`src/rtl/permutation_ctrl.sv`:
```
// Round sequencer for an ASCON-style permutation: runs p12 (rounds 0..11) or p6 (rounds 6..11).
// Optional macro PERM_CTRL_ABORT_EN adds abort_i, which cancels a run in progress.
module permutation_ctrl (
  input  logic       clock_i,
  input  logic       resetb_i,
  input  logic       start_i,
  input  logic       mode_i,
`ifdef PERM_CTRL_ABORT_EN
  input  logic       abort_i,
`endif
  output logic [3:0] round_o,
  output logic       sel_state_o,
  output logic       en_state_o,
  output logic       busy_o,
  output logic       done_o
);

  typedef enum logic [1:0] {
    IDLE = 2'd0,
    RUN  = 2'd1,
    DONE = 2'd2
  } state_t;

  localparam logic [3:0] LAST_ROUND = 4'd11;

  state_t     state;
  logic [3:0] cnt;
  logic       mode_lat;
  logic       abort_s;

  function automatic logic [3:0] first_round(input logic mode);
    return mode ? 4'd6 : 4'd0;
  endfunction

`ifdef PERM_CTRL_ABORT_EN
  assign abort_s = abort_i;
`else
  assign abort_s = 1'b0;
`endif

  // Sequencer state, round counter and all outputs are registered together.
  always_ff @(posedge clock_i) begin
    if (!resetb_i) begin
      state       <= IDLE;
      cnt         <= 4'd0;
      mode_lat    <= 1'b0;
      round_o     <= 4'd0;
      sel_state_o <= 1'b0;
      en_state_o  <= 1'b0;
      busy_o      <= 1'b0;
      done_o      <= 1'b0;
    end else begin
      case (state)
        IDLE, DONE: begin
          if (start_i) begin
            state       <= RUN;
            cnt         <= first_round(mode_i);
            mode_lat    <= mode_i;
            round_o     <= first_round(mode_i);
            sel_state_o <= 1'b0;
            en_state_o  <= 1'b1;
            busy_o      <= 1'b1;
            done_o      <= 1'b0;
          end else begin
            state       <= IDLE;
            cnt         <= 4'd0;
            round_o     <= 4'd0;
            sel_state_o <= 1'b0;
            en_state_o  <= 1'b0;
            busy_o      <= 1'b0;
            done_o      <= 1'b0;
          end
        end
        RUN: begin
          // A counter outside the window of the latched mode cannot occur legally; treat it like an abort.
          if (abort_s || (cnt < first_round(mode_lat)) || (cnt > LAST_ROUND)) begin
            state       <= IDLE;
            cnt         <= 4'd0;
            round_o     <= 4'd0;
            sel_state_o <= 1'b0;
            en_state_o  <= 1'b0;
            busy_o      <= 1'b0;
            done_o      <= 1'b0;
          end else if (cnt == LAST_ROUND) begin
            state       <= DONE;
            cnt         <= 4'd0;
            round_o     <= 4'd0;
            sel_state_o <= 1'b0;
            en_state_o  <= 1'b0;
            busy_o      <= 1'b0;
            done_o      <= 1'b1;
          end else begin
            state       <= RUN;
            cnt         <= cnt + 4'd1;
            round_o     <= cnt + 4'd1;
            sel_state_o <= 1'b1;
            en_state_o  <= 1'b1;
            busy_o      <= 1'b1;
            done_o      <= 1'b0;
          end
        end
        default: begin
          state       <= IDLE;
          cnt         <= 4'd0;
          mode_lat    <= 1'b0;
          round_o     <= 4'd0;
          sel_state_o <= 1'b0;
          en_state_o  <= 1'b0;
          busy_o      <= 1'b0;
          done_o      <= 1'b0;
        end
      endcase
    end
  end

endmodule

```
`config.mk`:
```
export PLATFORM = sky130hd
export DESIGN_NAME = permutation_ctrl
export DESIGN_NICKNAME = d
export VERILOG_FILES = /design/src/rtl/permutation_ctrl.sv
export SDC_FILE = /design/constraint.sdc
export NUM_CORES = 1
export LEC_CHECK = 0
export CAP_MARGIN = 20
export CORE_AREA = 2 2 39 41
export DETAILED_ROUTE_END_ITERATION = 8
export DIE_AREA = 0 0 41 43
export PLACE_DENSITY = 0.65
export SLEW_MARGIN = 20
export SYNTH_ARGS = -nofsm -noshare
export SYNTH_HDL_FRONTEND = slang
export SYNTH_SLANG_ARGS = --single-unit
export TNS_END_PERCENT = 20
```
`constraint.sdc`:
```
create_clock -name clock_i -period 1.3 [get_ports clock_i]
set_input_delay 0.26 -clock clock_i [delete_from_list [all_inputs] [get_ports clock_i]]
set_output_delay 0.26 -clock clock_i [all_outputs]
set_load 0.05 [all_outputs]
```
# Word level (Yosys, flattened, before mapping)
# Index checks and enable logic that the tools add are counted.
# classes
n_eq_ne,4
addsub,1
reduce_logical,6
bitwise,2
n_mux,17
magnitude_cmp,2
# op_table
operator,count
$mux 3,3
$mux 4,2
$pmux 4 s2,1
$mux 1,6
$add 4x1->4 const B,1
$eq 4x4->1 const B,1
$gt 4x4->1 const B,1
$lt 4x3->1,1
$mux 2,2
$pmux 1 s2,2
$pmux 2 s2,1
$reduce_and 2->1,2
$reduce_or 3->1,1
$eq 2x1->1 const B,1
$eq 2x2->1 const B,1
$logic_not 2->1,1
$ne 2x2->1 const B,1
$not 1->1,2
$reduce_or 2->1,1
$logic_or 1x1->1,1
# totals
register_bits,10
output_inout_bits,8

# Logic depth before layout (Yosys ltp)
# logic_depth
depth_word,5
mapped_depth,5
ltp_nobuf,5

# Least setup slack after synthesis
# Ideal clock, no wire load.
# synth_timing
path_type,reg-to-reg
start,register cnt[2]
end,register state[0]
stages_incl_launch_ff,4
synth_period_minus_slack_ns,1.598
arrival_time_ns,1.472
setup_time_ns,0.126
slack_ns,-0.298
cell_sequence,dfxtp_1 ha_1 a211oi_4 o21ai_1
# synth_between
elab_chain_cells,4
word_cells_on_any_way,7
# synth_rtl
element,line_no,source
from (decl),27,logic [3:0] cnt;
from (signal assigned),57,cnt <= first_round(mode_i);
from (signal assigned),94,cnt <= cnt + 4'd1;
$lt 4x3->1 (tied with other cells),76,if (abort_s || (cnt < first_round(mode_lat)) || (cnt > LAST_ROUND)) begin
$logic_or 1x1->1 / $mux 2 (equally long branches),"76, 84",
$mux 2 (*),76,
$pmux 2 s2 (*),53,case (state)
to (signal assigned),56,state <= RUN;
to (signal assigned),77,state <= IDLE;
to (signal assigned),85,state <= DONE;
to (decl),26,state_t state;
# Mark *: on every way between the ends. The rest lies on a longest branch, timed or not.
# A chain may end at the register's enable or synchronous reset.

# Worst setup path in the final report
# layout_timing
start,register mode_lat
end,register state[0]
# layout_between
elab_chain_cells,5
# layout_rtl
element,line_no,source
from (decl),28,logic mode_lat;
from (signal assigned),58,mode_lat <= mode_i;
$mux 3,32,return mode ? 4'd6 : 4'd0;
$lt 4x3->1,76,
$logic_or 1x1->1,76,
$mux 2,76,
$pmux 2 s2,53,
# Every way passes these cells.

==> impl_metrics.yaml <==
logic_synthesis:
  netlist_area_sq_um: 427
  synth_area_leaders: "dfxtp_1 42%, ha_1 5.9%, nand2_1 5.3%, a211oi_4 4.7%, nor3_2 4.7%"
  seq_area_frac_synth_pct: 42.2
  syn_inst: 44
  ys_top_cells_by_count: "9 x dfxtp_1, 6 x nand2_1, 4 x o21ai_1"
  syn_avg_cell_area_sq_um: 9.70
  synth.distinct_cells: 22
  post-synth-top-count-cell: "dfxtp_1"
  synth_seq_cells: 9
  synthFlopType: "dfxtp_1"
  ys.warnings.count: 0
  ys_async_sr_fraction_pct: 0
  yosys.area.top_type_share_pct: 42.2
  synth_top_area_cell: "dfxtp_1"
  synth-edff-count: 0
  synth_fp_nets: 50
critical_path:
  startpoint_type: "flop"
  reg2reg_from: "mode_lat$_SDFFE_PN0P_"
  path_cells: "inv_1 > ha_1 > a211oi_4 > o21ai_1"
  regToRegSetupSlack_ns: 0.05
  slowest_delay_ns: 0.34
  worstSetupEndpointType: "flop"
  crit_family: "compound AO/OA/AOI/OAI gates"
  arrival_ns: 1.39
  path_buf_inv: 1
  cp.required_ns: 1.44
  worstPathMaxFanout: 4
  crit_type: "reg -> reg"
  crit_path_top_delay_cell: "dfxtp_1"
  startpoint: "mode_lat$_SDFFE_PN0P_"
floorplanning:
  die_w_um: 41
  die_h_um: 43
  rows: 14
  num_io_pins: 12
  initial_core_util_pct: 30.8
  die_area_sq_um: 1760
  core_area_sq_um: 1380
global_routing:
  grt-ovfl-total: 0
  grt_max_degree: 9
  grt_pass1_wl_um: 1480
  grt_antenna_before_repair: 0
  grt.total_usage_pct: 12.9
  first_global_vias: 354
sta:
  min_period_over_period_pct: 95.8
  fin_worst_skew_ns: 0.00106
  layout_setup_ws_ns: 0.0542
  max_freq_ghz: 0.803
  fin_crit_ns: 1.25
  max-slew-margin-rel_pct: 80.8
  setup_tns_ns: 0
  hold_slack_ns: 0.481
  slew_viol_final: 0
  setup_viol: 0
  rsz0062_at_grt: "false"
  hold_violations: 0
  worst_slew_pin_slew_ns: 0.287
placed_design:
  gp_congestion: 0.720
  post-place-ws_ns: 0.0593
  hpwlAfterDp_um: 679
  io_buffers: 11
power_and_ir_drop:
  power_per_cell_area_nw_per_um2: 1130
  p_leak_nw: 0.265
  irDropWorstVdd_uv: 422
final_layout:
  utilization_pct: 49.5
  fin_nets: 68
  drive_above_1_share_pct: 41.0
  seq_area_sq_um: 186
  multi_input_area_sq_um: 235
  fillerInstances: 129
  antennaDiodeCount: 0
  syn2layout_area_growth_pct: 60.4
clock_network:
  root_buffer: "clkbuf_4"
  htree_levels: 1
  cts.path.max_buffers: 2
  clock_sinks: 9
  clock_latency_ns: 0.26
  ctsHoldBuffers: 0
  cts_buffers: 3
  cts_tree: "built"
  cts.reportedPaths.clkPinSlew_ns: 0.06
min_path:
  min_from: "cnt[0]$_SDFF_PN0_"
  hold_path_class: "reg -> reg"
route:
  drc: 0
  drt-vias-per-instance: 4.70
  route.vias.total: 362
  drt_iter0_markers: 9
  dr.pass1.iters: 2
  wirelength_um: 869
  avgRoutedWirePerCell_um: 11.3
  drt.antenna.violating_nets: 0
run:
  max_cap_viol_count: 0
outcome:
  status: "finished clean"
registers in the layout, summed over array words and instances, names as in the netlist:
signal / flops
state: 2
mode_lat: 1
cnt: 4
sel_state_o: 1
done_o: 1
cells in the final DEF (no fill, tap or decap):
cell type	n
a31oi_1	1
inv_1	1
xor2_1	2
a21boi_0	1
dfxtp_2	5
nand4_1	2
nor3_1	2
clkdlybuf4s50_1	3
nand4b_1	1
and2b_2	1
ha_1	2
nor3_2	2
nor2_1	2
clkbuf_4	3
o21ai_0	1
and2b_1	1
nand3_2	1
nand3_1	1
o21a_1	1
dfxtp_1	4
o21ai_1	4
nand2b_4	1
buf_12	8
buf_4	3
clkbuf_1	1
a211oi_4	1
nand2_1	6
cell type report:
cell class | count | area share, %
timing repair buffer | 14 | 31.1
clock buffer | 4 | 3.84
multi-input combinational | 33 | 34.4
sequential | 9 | 27.2
tap | 16 | 2.93
inverter | 1 | 0.548
power by group:
| group | total, W | switching, W | internal [W] |
|---|---|---|---|
| Sequential | 0.000316 | 0.0000226 | 0.000294 |
| Clock | 0.000220 | 0.000102 | 0.000119 |
| Combinational | 0.000236 | 0.000120 | 0.000116 |
metal layers:
metal,vias up,GRT usage (%),share of wire (%)
met5,-,0,0
met4,0,10.0,1.7
met3,2,4.71,4.3
met2,9,16.9,45
met1,160,16.2,49
li1,191,-,-
metrics by stage:
stage               power [W]  area [sq um]  cells
floorplan            0.000447           430     44
global placement     0.000557           656     73
detailed placement   0.000559           656     73
CTS                  0.000786           684     77
global route         0.000820           684     77
finish               0.000773           684     77
cell families (layout without fill, tap and decap cells):
group	after synthesis	count (layout)	synth area share, %
flip-flops	9	9	42.2
AND/OR/NAND/NOR	20	20	29.6
adder cells (fa/ha/maj)	2	2	5.86
AO/OA/AOI/OAI	9	9	15.5
buffers and inverters	2	19	2.64
XOR/XNOR	2	2	4.11
repair_timing:
item | 4_1_cts | 5_1_grt
buffers inserted | 0 | 0
gates resized for setup | 2 | 0
endpoints found under the hold margin | 0 | 0
endpoints found under the setup margin | 2 | 0
final timing paths:
check                        endpoint  cells past startpoint
setup / recovery  state[0]$_SDFF_PN0_                      4
hold / removal      cnt[0]$_SDFF_PN0_                      1
setup reg to reg  state[0]$_SDFF_PN0_                      4
hold reg to reg     cnt[0]$_SDFF_PN0_                      1
Power figures use the tool's default switching activity.
